## src/rtl/writeback_stage.sv

```systemverilog
// MEM/WB pipeline boundary: registers memory-stage results, extracts and extends
// loads, flags misaligned/illegal loads, qualifies the register-file write and counts retirements.
module writeback_stage #(
   parameter int XLEN   = 32,
   parameter int REG_AW = 5,
   parameter int CNT_W  = 64
) (
   input  logic              clk,
   input  logic              rst,
   input  logic              ValidM,
   input  logic              StallW,
   input  logic              FlushW,
   input  logic              RegWriteM,
   input  logic [1:0]        ResultSrcM,
   input  logic [2:0]        LoadTypeM,
   input  logic [REG_AW-1:0] RdM,
   input  logic [XLEN-1:0]   ALU_ResultM,
   input  logic [XLEN-1:0]   ReadDataM,
   input  logic [XLEN-1:0]   PCPlus4M,
   input  logic [XLEN-1:0]   ImmExtM,
   output logic              ValidW,
   output logic              RegWriteW,
   output logic [REG_AW-1:0] RdW,
   output logic [XLEN-1:0]   ResultW,
   output logic              LoadFaultW,
   output logic [CNT_W-1:0]  RetireCount
);

   logic              vld_p0;
   logic              regwrite_p0;
   logic [1:0]        src_p0;
   logic [2:0]        ltype_p0;
   logic [REG_AW-1:0] rd_p0;
   logic [XLEN-1:0]   alu_p0;
   logic [XLEN-1:0]   rdata_p0;
   logic [XLEN-1:0]   pc4_p0;
   logic [XLEN-1:0]   imm_p0;
   logic [CNT_W-1:0]  retire_cnt;
   logic [1:0]        off_w;
   logic [XLEN-1:0]   load_data_w;

   function automatic logic [XLEN-1:0] load_extract(input logic [2:0]      lt,
                                                    input logic [1:0]      off,
                                                    input logic [XLEN-1:0] word);
      logic signed [7:0]      b;
      logic signed [15:0]     h;
      logic signed [XLEN-1:0] ext;
      b   = word[8*off +: 8];
      h   = word[16*off[1] +: 16];
      ext = word;
      case (lt)
         3'b000:  ext = b;
         3'b100:  ext = {{(XLEN-8){1'b0}}, b};
         3'b001:  ext = h;
         3'b101:  ext = {{(XLEN-16){1'b0}}, h};
         default: ext = word;
      endcase
      return ext;
   endfunction

   // Halfwords need even offsets, words need zero offset; 011/110/111 are not RV32I loads.
   function automatic logic load_bad(input logic [2:0] lt, input logic [1:0] off);
      logic bad;
      case (lt)
         3'b001, 3'b101:         bad = off[0];
         3'b010:                 bad = (off != 2'b00);
         3'b011, 3'b110, 3'b111: bad = 1'b1;
         default:                bad = 1'b0;
      endcase
      return bad;
   endfunction

   // M -> W boundary; retirement is counted as the current WB instruction leaves.
   always_ff @(posedge clk) begin
      if (!rst) begin
         vld_p0      <= 1'b0;
         regwrite_p0 <= 1'b0;
         src_p0      <= '0;
         ltype_p0    <= '0;
         rd_p0       <= '0;
         alu_p0      <= '0;
         rdata_p0    <= '0;
         pc4_p0      <= '0;
         imm_p0      <= '0;
         retire_cnt  <= '0;
      end else if (!StallW) begin
         vld_p0      <= ValidM & ~FlushW;
         regwrite_p0 <= RegWriteM;
         src_p0      <= ResultSrcM;
         ltype_p0    <= LoadTypeM;
         rd_p0       <= RdM;
         alu_p0      <= ALU_ResultM;
         rdata_p0    <= ReadDataM;
         pc4_p0      <= PCPlus4M;
         imm_p0      <= ImmExtM;
         if (vld_p0 && !LoadFaultW)
            retire_cnt <= retire_cnt + CNT_W'(1);
      end
   end

   assign off_w       = alu_p0[1:0];
   assign load_data_w = load_extract(ltype_p0, off_w, rdata_p0);

   always_comb begin
      ResultW = alu_p0;
      case (src_p0)
         2'b00: ResultW = alu_p0;
         2'b01: ResultW = load_data_w;
         2'b10: ResultW = pc4_p0;
         2'b11: ResultW = imm_p0;
         default: ResultW = alu_p0;
      endcase
   end

   assign LoadFaultW  = vld_p0 & (src_p0 == 2'b01) & load_bad(ltype_p0, off_w);
   assign RegWriteW   = vld_p0 & regwrite_p0 & ~LoadFaultW & (rd_p0 != '0);
   assign ValidW      = vld_p0;
   assign RdW         = rd_p0;
   assign RetireCount = retire_cnt;

endmodule

```

## config.mk

```make
export PLATFORM = sky130hd
export DESIGN_NAME = writeback_stage
export DESIGN_NICKNAME = d
export VERILOG_FILES = /design/src/rtl/writeback_stage.sv
export SDC_FILE = /design/constraint.sdc
export NUM_CORES = 1
export LEC_CHECK = 0
export ABC_AREA = 0
export BUFFER_PORTS_ARGS = -buffer_cell sky130_fd_sc_hd__buf_4
export CORE_ASPECT_RATIO = 1.2
export CORE_MARGIN = 2
export CORE_UTILIZATION = 53
export DETAILED_ROUTE_END_ITERATION = 16
export GPL_TIMING_DRIVEN = 0
export PLACE_DENSITY = 0.89
export SKIP_LAST_GASP = 1
export SYNTH_ARGS = -nofsm -noshare
export SYNTH_HDL_FRONTEND = slang
export SYNTH_SLANG_ARGS = --single-unit
```

## constraint.sdc

```tcl
create_clock -name clk -period 2.75 [get_ports clk]
set_input_delay 0.275 -clock clk [delete_from_list [all_inputs] [get_ports clk]]
set_output_delay 0.275 -clock clk [all_outputs]
set_load 0.02 [all_outputs]
```

==> impl_results.md <==
- Max VDD drop: 456.3 µV
- Fin nets: 1573
- CP cell instances: buf_4, nand2b_1, buf_4, o21ai_0, a21oi_2, mux4_2, buf_4
- Clock transition at path regs: 0.07 ns
- Cell taking the most area after synthesis: dfxtp_1
- Drt total wl: 34310 µm
- Pre-Repair DR Iteration Count: 5
- Synth Register Bits: 204
- Setup Viol. Count Final: 0
- Peak fanout along the critical path: 10
- Fmax: 368.8 MHz
- Post-synthesis instance total: 1103
- Fin Hold WS: 0.002844 ns
- Largest net degree at the start of global routing: 14
- EDFF count, synth: 0
- All-Layer GR Usage: 0.3396
- Outcome: complete, no violations
- Worst EP required: 2.48 ns
- Final instance area: 13130 µm²
- Pins Over Slew Limit: 0
- CP peak stage delay: 0.49 ns
- Synthesized area: 9673 µm²
- # IOs: 248
- Warnings from Yosys: 0
- Placed Area: 11800 µm²
- Combinational share of power: 0.152
- Crit share post-route: 0.9860
- Syn_area_per_cell: 8.770 µm²
- Number of global-route vias before repair: 9995
- Internal Dissipation: 5.272 mW
- Sequential share of the synthesized area: 0.4222
- RD Place Congestion: 0.9436
- First-pass GRT wire length: 52640 µm
- Reg2Reg Setup Slack: 0.16 ns
- Area Growth Syn to Fin: 35.74%
- PD cells: 548.9 nW/µm²
- Final min period: 2.711 ns
- Post-placement cell count: 1573
- Die W: 127.3 µm
- Clk root buf: clkbuf_16
- Max clock buf depth: 3
- Net Sw Power: 1.935 mW
- Slowest stage cell, crit path: mux4_2
- Setup CP Type: register to primary output
- Area contributors post-synth: dfxtp_1 (42%), mux2i_1 (15%), nor2_1 (7.2%)
- Switching Fraction: 0.2684
- Total CTS buffers: 22
- Routed length per instance: 20.60 µm
- Non-Filler Instances: 1666
- ANT nets after route: 0
- Core Region: 18040 µm²
- Slew @ Worst Pin: 1.074 ns
- Most frequent CP cell: buf_4
- Max-slew headroom: 0.2782
- Main synth FF type: dfxtp_1
- Critical Path AT: 2.44 ns
- Total grt overflow: 0
- RSZ-0062 raised after global routing: yes
- Flop pwr share: 0.442
- Vias: 10.10k
- Clk pwr share: 0.406
- Yosys cell types: 66
- CTS sink count: 204
- Antenna Cells: 0
- Crit end category: primary output
- Die Height: 152.0 µm
- CTS tree: done
- Post-route setup slack: 0.03856 ns
- Row count: 54
- Vias per inst: 6.060
- Port buffer count: 246
- Initial antenna violation count: 0
- Critical Path Start Type: register
- Dpl ws: -0.2156 ns
- DRC Markers: 0
- Detailed Route Iter0 Violations: 893
- Hold Path Class: input pin to register
- Layout cells sized above 1: 0.2379
- HPWL Detailed: 23930 µm
- Starting Density: 0.5362
- Syn Nets: 1248
- Total power: 7.207 mW
- Die ar.: 19350 µm²
- Synth top area share: 0.4222
- Max cap viols: 0
- Asr flop ratio synth: 0
- Post-route clock skew: 0.01951 ns
- Final Hold Vio Count: 0
- Htree depth: 1
- Leak pwr: 5.604 nW
- Clk_lat worst skew: 0.52 ns
[layout make-up]
cell class	instances	area (µm²)
Multi-Input combinational cell	804	5238
Buffer	74	334.1
Clock buffer	34	675.6
Sequential cell	204	4088
Tap cell	224	280.3
Inverter	20	75.07
Clock inverter	4	35.03
Timing Repair Buffer	302	2405
Fill cell	1271	4910
[metrics by stage]
step	utilization	setup TNS (ns)
floorplan	-	0
global placement	0.6541	-0.8737
detailed placement	0.6541	-0.8163
CTS	0.7269	-0.04497
global route	0.7278	-0.1428
finish	0.7278	0
[layout by cell type, fill, tap and decap left out, drive strengths merged, types with 25 or more instances in the layout]
cell	n
mux2i	148
or4	25
buf	278
dfxtp	204
nand3	28
nand2	73
nand4	25
a21oi	67
o21ai	58
dlygate4sd3	55
o31ai	29
clkbuf	77
nor2	186
[worst paths after layout]
path                                      from                           end  depth (start not counted)
setup / recovery      ltype_p0[0]$_SDFFE_PN0N_                    ResultW[7]                          7
hold / removal                    PCPlus4M[26]       pc4_p0[26]$_SDFFE_PN0N_                          3
setup reg to reg  RetireCount[39]$_SDFFE_PN0P_  RetireCount[55]$_SDFFE_PN0P_                          5
hold reg to reg   RetireCount[62]$_SDFFE_PN0P_  RetireCount[62]$_SDFFE_PN0P_                          2
[cell families (layout without fill, tap and decap cells)]
| logic type | Yosys count | in the layout | synth area share |
|---|---|---|---|
| AND/OR/NAND/NOR | 405 | 405 | 0.2059 |
| AO/OA/AOI/OAI | 214 | 214 | 0.1375 |
| flip-flops | 204 | 204 | 0.4222 |
| multiplexers | 165 | 165 | 0.1764 |
| buffers and inverters | 95 | 434 | 0.03945 |
| XOR/XNOR | 19 | 19 | 0.01720 |
| adder cells (fa/ha/maj) | 1 | 1 | 0.001293 |
[cells in the mapped netlist (all sizes together), types with 2 or more instances]
cell    count
a211oi      2
mux4        3
nand4b      3
o311a       2
a22o        2
or3        19
nand4      25
xor2        8
dfxtp     204
o21ai      58
buf        27
mux2i     148
o221ai      3
nand2b      4
nor2      186
inv        20
a21oi      67
o21a        2
o2bb2a      2
nor4        6
o31ai      29
or4        25
mux2       14
o211ai     16
and2        7
xnor2      11
and3        7
nand3      28
nor2b       2
nand2      73
a21o        2
and4        3
a22oi      10
clkbuf     48
nor3       11
o22ai       9
a221o       2
or4b        2
[power by group through the flow]
stage / Combinational (mW) / Clock, mW / Sequential, mW
2_1_floorplan: 0.551 / 0 / 3.20
3_3_place_gp: 0.962 / 0 / 3.23
3_5_place_dp: 0.979 / 0 / 3.24
4_1_cts: 1.06 / 2.92 / 3.17
5_1_grt: 1.16 / 3.04 / 3.19
6_report: 1.10 / 2.93 / 3.18
[worst max-delay path, delay by kind of cell, from the launching register on]
family	cells	cell delay [ns]
multiplexers	1	0.49
AO/OA/AOI/OAI	2	0.36
buffers and inverters	3	0.54
flip-flops	1	0.32
AND/OR/NAND/NOR	1	0.20
[what timing repair did]
item,CTS,global route
buffers inserted,1,0
gates resized for setup,21,21
endpoints found under the hold margin,55,0
endpoints found under the setup margin,32,23
pin swaps,1,1
hold buffers,55,0
[state kept, by name, summed over array words and instances, names as in the netlist]
name	cells
RdW	5
RetireCount	64
ValidW	1
alu_p0	32
imm_p0	32
ltype_p0	3
pc4_p0	32
rdata_p0	32
regwrite_p0	1
src_p0	2
[per-layer routing]
layer	track usage	up-vias	share of wire
met5	0	-	0
met4	0.1936	0	0.061
met3	0.07324	135	0.096
met2	0.5926	597	0.49
met1	0.3787	4765	0.35
li1	-	4599	-
(Power assumes the default switching activity.)
